===== config.mk =====
export PLATFORM = sky130hd
export DESIGN_NAME = bram_stream_reader
export DESIGN_NICKNAME = d
export VERILOG_FILES = /design/src/rtl/bram_reader_pkg.sv /design/src/rtl/bram_reader_skid_fifo.sv /design/src/rtl/bram_stream_reader.sv
export SDC_FILE = /design/constraint.sdc
export NUM_CORES = 1
export LEC_CHECK = 0
export ABC_AREA = 1
export ABC_CLOCK_PERIOD_IN_PS = 7200
export CAP_MARGIN = 10
export CORE_MARGIN = 1.5
export CORE_UTILIZATION = 36
export CTS_CLUSTER_SIZE = 24
export DETAILED_ROUTE_END_ITERATION = 10
export DONT_BUFFER_PORTS = 1
export PLACE_DENSITY_LB_ADDON = 0.25
export RECOVER_POWER = 100
export SYNTH_ARGS = -nofsm -noshare
export SYNTH_HDL_FRONTEND = slang
export SYNTH_HIERARCHICAL = 1
export SYNTH_SLANG_ARGS = --single-unit
export TNS_END_PERCENT = 100

===== constraint.sdc =====
create_clock -name clk -period 7.2 [get_ports clk]
set_clock_uncertainty 0.15 [all_clocks]
set_input_delay 0.72 -clock clk [delete_from_list [all_inputs] [get_ports clk]]
set_output_delay 0.72 -clock clk [all_outputs]
set_load 0.005 [all_outputs]

===== src/rtl/bram_reader_pkg.sv =====
// Shared types and width helpers for the block-RAM stream reader.
package bram_reader_pkg;

  typedef enum logic [1:0] {
    IDLE  = 2'd0,
    READ  = 2'd1,
    DRAIN = 2'd2
  } reader_state_t;

  function automatic int addr_w(input int depth);
    return (depth > 1) ? $clog2(depth) : 1;
  endfunction

  function automatic int len_w(input int depth);
    return $clog2(depth) + 1;
  endfunction

endpackage


===== src/rtl/bram_reader_skid_fifo.sv =====
// Two-entry buffer between the RAM read port and the output stream; output is
// taken from registers only, so data_out_B never reaches m_data combinationally.
module bram_reader_skid_fifo #(
  parameter int WIDTH = 16
) (
  input  logic             clk,
  input  logic             reset,
  input  logic             push,
  input  logic [WIDTH-1:0] push_data,
  input  logic             ready,
  output logic [WIDTH-1:0] data,
  output logic             valid,
  output logic [1:0]       occupancy
);

  logic [WIDTH-1:0] mem [2];
  logic             wr_ptr;
  logic             rd_ptr;
  logic [1:0]       count;
  logic             pop;

  assign pop       = valid && ready;
  assign valid     = (count != 2'd0);
  assign data      = mem[rd_ptr];
  assign occupancy = count;

  always_ff @(posedge clk) begin
    if (reset) begin
      for (int i = 0; i < 2; i++) mem[i] <= '0;
      wr_ptr <= 1'b0;
      rd_ptr <= 1'b0;
      count  <= 2'd0;
    end else begin
      if (push) begin
        mem[wr_ptr] <= push_data;
        wr_ptr      <= ~wr_ptr;
      end
      if (pop) rd_ptr <= ~rd_ptr;
      count <= count + {1'b0, push} - {1'b0, pop};
    end
  end

endmodule


===== src/rtl/bram_stream_reader.sv =====
// Streams a block of words out of RAM port B. Optional macro
// BRAM_STREAM_READER_LOOP_EN adds loop_enable to replay the block continuously.
module bram_stream_reader
  import bram_reader_pkg::*;
#(
  parameter  int RAM_WIDTH = 16,
  parameter  int RAM_DEPTH = 1024,
  localparam int ADDR_W    = addr_w(RAM_DEPTH),
  localparam int LEN_W     = len_w(RAM_DEPTH)
) (
  input  logic                 clk,
  input  logic                 reset,
`ifdef BRAM_STREAM_READER_LOOP_EN
  input  logic                 loop_enable,
`endif
  input  logic                 start,
  input  logic [ADDR_W-1:0]    start_address,
  input  logic [LEN_W-1:0]     length,
  output logic                 busy,
  output logic                 done,
  output logic                 read_enable_B,
  output logic [ADDR_W-1:0]    address_B,
  input  logic [RAM_WIDTH-1:0] data_out_B,
  output logic [RAM_WIDTH-1:0] m_data,
  output logic                 m_valid,
  input  logic                 m_ready
);

  // Stream handshake: a word moves when m_valid && m_ready on a rising edge;
  // m_valid never drops and m_data never changes until that happens.

  reader_state_t     state, state_next;
  logic [ADDR_W-1:0] addr_q, addr_next;
  logic [LEN_W-1:0]  remaining_q, remaining_next;
  logic              in_flight_q;
  logic              zero_len_q, zero_len_next;
  logic [1:0]        occupancy;
  logic [2:0]        credit_sum;
  logic              pop, issue, drain_done;

`ifdef BRAM_STREAM_READER_LOOP_EN
  logic [ADDR_W-1:0] base_q;
  logic [LEN_W-1:0]  len_q;
`endif

  bram_reader_skid_fifo #(.WIDTH(RAM_WIDTH)) u_fifo (
    .clk       (clk),
    .reset     (reset),
    .push      (in_flight_q),
    .push_data (data_out_B),
    .ready     (m_ready),
    .data      (m_data),
    .valid     (m_valid),
    .occupancy (occupancy)
  );

  // A new read may only go out if its word is guaranteed a free slot on arrival.
  always_comb begin
    pop        = m_valid && m_ready;
    credit_sum = {1'b0, occupancy} + {2'b00, in_flight_q} - {2'b00, pop};
    issue      = (state == READ) && (remaining_q != '0) && (credit_sum < 3'd2);
    drain_done = (state == DRAIN) && (occupancy == 2'd0) && !in_flight_q;
  end

  always_comb begin
    state_next     = state;
    addr_next      = addr_q;
    remaining_next = remaining_q;
    zero_len_next  = 1'b0;
    case (state)
      IDLE: begin
        if (start) begin
          if (length != '0) begin
            state_next     = READ;
            addr_next      = start_address;
            remaining_next = length;
          end else begin
            zero_len_next = 1'b1;
          end
        end
      end
      READ: begin
        if (issue) begin
          addr_next      = (addr_q == ADDR_W'(RAM_DEPTH - 1)) ? '0 : addr_q + 1'b1;
          remaining_next = remaining_q - 1'b1;
          if (remaining_q == LEN_W'(1)) state_next = DRAIN;
        end
      end
      DRAIN: begin
        if (drain_done) begin
`ifdef BRAM_STREAM_READER_LOOP_EN
          if (loop_enable) begin
            state_next     = READ;
            addr_next      = base_q;
            remaining_next = len_q;
          end else begin
            state_next = IDLE;
          end
`else
          state_next = IDLE;
`endif
        end
      end
      default: state_next = IDLE;
    endcase
  end

  always_ff @(posedge clk) begin
    if (reset) begin
      state       <= IDLE;
      addr_q      <= '0;
      remaining_q <= '0;
      in_flight_q <= 1'b0;
      zero_len_q  <= 1'b0;
    end else begin
      state       <= state_next;
      addr_q      <= addr_next;
      remaining_q <= remaining_next;
      in_flight_q <= issue;
      zero_len_q  <= zero_len_next;
    end
  end

`ifdef BRAM_STREAM_READER_LOOP_EN
  always_ff @(posedge clk) begin
    if (reset) begin
      base_q <= '0;
      len_q  <= '0;
    end else if (state == IDLE && start && length != '0) begin
      base_q <= start_address;
      len_q  <= length;
    end
  end
`endif

  assign busy          = (state != IDLE);
  assign done          = drain_done || zero_len_q;
  assign read_enable_B = issue;
  assign address_B     = addr_q;

endmodule


==> reports/metrics.cfg <==
[status]
outcome = completed

[drt]
routed_wirelength_mm = 7.14
drtAntennaViolNets = 0
detail_routed_via_count_per_cell = 4.55
routed-via-count = 2636
detailedRoute.firstPassIterationCount = 5
drt_iter0_markers = 91
route.detailed.wl_per_inst_um = 12.3
drc_errors = 0

[clocking]
htreeDepth = 3
cts_hold_buf = 0
insertion_delay_ps = 330
path_clk_slew_ps = 70
cts.sinks = 62
cts_root_buffer = sky130_fd_sc_hd__clkbuf_8
tritoncts = yes
cts-buffers-inserted = 9
postCtsSetupRepairBufs = 0
cts_repair_resize_count = 0
max-clock-path-buffers = 2

[sta]
fin_crit_sh_pct = 54.4
timing_worst_slew_pin_value_ps = 1410
final.setup.tns_ps = 0
setup_ws_ps = 3280
rsz0062_at_grt = false
setup_viol = 0
final_hold_viol_count = 0
maxSlewViolCount = 0
finalWorstPathRequiredPeriod_ps = 3920
clock.fmax_mhz = 255
timing.slew.headroom_pct = 5.68

[global_routing]
gr-total-overflow = 0
grt_pass1_vias = 2493
grt_first_pass_wirelength_mm = 11.4
track_usage_pct = 14.3
grt_max_degree = 40
antenna_found_initial = 0

[die]
core.rowCount = 35
chipWidth_um = 101
fp.coreArea_sq_um = 9330
die_area_sq_um = 10300
initial_utilization_pct = 37.3
chipHeight_um = 101
ios = 71

[yosys]
top_cells_by_area_in_the_synthesized_netlist = sky130_fd_sc_hd__edfxtp_1 28%, sky130_fd_sc_hd__dfxtp_1 17%, sky130_fd_sc_hd__nand2_1 12%
post-synth-top-area-cell = sky130_fd_sc_hd__edfxtp_1
yosysWarnings = 6
post_synth_most_frequent_cells = 110 x sky130_fd_sc_hd__nand2_1, 96 x sky130_fd_sc_hd__nor2_1, 57 x sky130_fd_sc_hd__inv_1
synthMostInstantiatedCell = sky130_fd_sc_hd__nand2_1
synth_enable_flop_cells = 32
synth_top_area_share_pct = 27.6
synth_nets = 496
synth_ff_type = sky130_fd_sc_hd__edfxtp_1
postSynthCellCount = 447
yosysUniqueCellTypes = 32
synth_area_sq_um = 3480
synthesis.area_per_instance_sq_um = 7.79
fraction_of_the_yosys_area_taken_by_sequential_cells_pct = 44.8
async_flop_share_pct = 0
ys_seq_elements = 62

[worst_setup_path]
path_cells = inv_1 -> nand2_1 -> nand2_1 -> inv_1 -> ha_1 -> or2_2 -> fa_1 -> nand2_1 -> nor2_1 -> nand2_1 -> nand2_1 -> nand3_1 -> nor2_1 -> nor2_1
worst-path-stages = 14
r2r.worst_path.cells = 14
critical_path_fanout_max = 39
worst-path-buf-inv = 2
critical_path.most_common_cell = sky130_fd_sc_hd__nand2_1
critical_path.endpoint_type = flip-flop
cpPeakStageDelay_ps = 980
path_delay_family = simple AND/OR/NAND/NOR gates
crit_required_ps = 7270
setup.reg_to_reg.worst_slack_ps = 3280
category_of_the_critical_setup_timing_path = flip-flop to flip-flop
slowest_cp_cell = sky130_fd_sc_hd__nand3_1
startpoint_type = flip-flop
crit_arrival_ps = 3990

[power]
post-layout-total-power_mw = 1.42
power_density_nw_per_um2 = 386
power_leakage_nw = 1.68
worst_ir_drop_on_vdd_uv = 135

[worst_hold_path]
hold_depth = 1
worst_hold_path_type = input pin to flip-flop

[final_layout]
drive_gt1_share_pct = 7.33
num_antenna_cells = 0
final_core_util_pct = 39.4
nets = 494
n_fill_cell = 1026
flow.area_growth_from_synthesis_pct = 5.46

[place]
detailed_place_hpwl_mm = 5.03
placement.io_buffers = 0
pre_cts_ws_ps = 3730
gp_congestion = 0.795

[job]
max-cap-violations = 0

## layout make-up
type | count | area (sq um) | area share (%)
multi-input combinational | 311 | 1530 | 41.7
sequential | 62 | 1560 | 42.5
clock inverter | 7 | 65.1 | 1.77
clock buffer | 9 | 124 | 3.37
tap | 129 | 161 | 4.39
inverter | 61 | 229 | 6.23
## cell usage in the layout (no fill, tap or decap)
cell type / synthesis / final
sky130_fd_sc_hd__nand2_1: 110 / 113
sky130_fd_sc_hd__nor2_1: 96 / 96
sky130_fd_sc_hd__inv_1: 57 / 59
sky130_fd_sc_hd__edfxtp_1: 32 / 32
sky130_fd_sc_hd__dfxtp_1: 30 / 30
sky130_fd_sc_hd__nand3_1: 20 / 22
sky130_fd_sc_hd__o21ai_0: 19 / 19
sky130_fd_sc_hd__mux2_1: 0 / 13
sky130_fd_sc_hd__nor2_2: 9 / 9
sky130_fd_sc_hd__clkbuf_8: 0 / 9
sky130_fd_sc_hd__a21oi_1: 8 / 8
sky130_fd_sc_hd__ha_1: 7 / 7
sky130_fd_sc_hd__nand4_1: 4 / 4
sky130_fd_sc_hd__xor2_1: 3 / 3
sky130_fd_sc_hd__clkinvlp_4: 0 / 3
sky130_fd_sc_hd__mux2_2: 6 / 3
sky130_fd_sc_hd__inv_2: 4 / 2
sky130_fd_sc_hd__nor2_4: 2 / 2
sky130_fd_sc_hd__or2_2: 2 / 2
sky130_fd_sc_hd__a31oi_1: 2 / 2
sky130_fd_sc_hd__o31ai_1: 2 / 2
sky130_fd_sc_hd__clkinv_1: 0 / 2
sky130_fd_sc_hd__o21bai_1: 1 / 1
sky130_fd_sc_hd__a21oi_4: 1 / 1
sky130_fd_sc_hd__nor3_1: 1 / 1
sky130_fd_sc_hd__xnor2_1: 1 / 1
sky130_fd_sc_hd__nand3b_1: 1 / 1
sky130_fd_sc_hd__fa_1: 1 / 1
sky130_fd_sc_hd__bufinv_16: 0 / 1
sky130_fd_sc_hd__clkinv_2: 0 / 1
## worst paths after layout
path                                                      from                        endpoint
worst min-delay path                                     reset  u_fifo/occupancy[0]$_SDFF_PP0_
worst max-delay path            u_fifo/occupancy[1]$_SDFF_PP0_     remaining_q[4]$_SDFFE_PP0P_
worst min register to register      u_fifo/wr_ptr$_SDFFE_PP0P_      u_fifo/wr_ptr$_SDFFE_PP0P_
worst max register to register  u_fifo/occupancy[1]$_SDFF_PP0_     remaining_q[4]$_SDFFE_PP0P_
## worst register-to-register path, stage by stage (launching register included)
cell                      delay [ps]
sky130_fd_sc_hd__dfxtp_1         480
sky130_fd_sc_hd__inv_1            70
sky130_fd_sc_hd__nand2_1         130
sky130_fd_sc_hd__nand2_1          70
sky130_fd_sc_hd__inv_1            50
sky130_fd_sc_hd__ha_1            210
sky130_fd_sc_hd__or2_2           300
sky130_fd_sc_hd__fa_1            480
sky130_fd_sc_hd__nand2_1          50
sky130_fd_sc_hd__nor2_1          130
sky130_fd_sc_hd__nand2_1          90
sky130_fd_sc_hd__nand2_1         140
sky130_fd_sc_hd__nand3_1         980
sky130_fd_sc_hd__nor2_1          410
sky130_fd_sc_hd__nor2_1           70
## metrics by stage
step / instances / cell area (sq um) / hold WS (ps)
final: 579 / 3670 / 303
after global routing: 579 / 3670 / 281
after CTS: 579 / 3730 / 284
after detailed placement: 563 / 3540 / 343
after global placement: 563 / 3540 / 344
after floorplan: 447 / 3480 / 317
## logic make-up after synthesis
kind of cell / share of synthesized area, %
xor gates and xnor gates: 1.01
DFF: 44.8
buffers and inverters: 9.45
AOI/OAI and AO/OA: 5.35
adders and majority gates: 3.09
and+or+nand+nor: 30.0
muxes: 6.25
## flip-flops by register name, indices dropped and copies added (netlist names), named ones only
name and flops:
u_fifo/wr_ptr 1, u_fifo/rd_ptr 1, u_fifo/occupancy 2, u_fifo/mem 32
remaining_q 11, state 2, in_flight_q 1, address_B 10
zero_len_q 1
## power by group
group | switching, mW | internal (mW) | total, mW
Combinational | 0.378 | 0.202 | 0.580
Sequential | 0.0831 | 0.461 | 0.544
Clock | 0.137 | 0.157 | 0.293
## metal layers
metal / routed length, um / part of all wire (%) / up-vias / track usage [%]
li1: - / - / 1394 / -
met1: 3390 / 47 / 1169 / 17.5
met2: 3290 / 46 / 67 / 24.0
met3: 388 / 5.4 / 6 / 4.00
met4: 74 / 1.0 / 0 / 5.02
met5: 0 / 0 / - / 0
(Power assumes the default switching activity.)
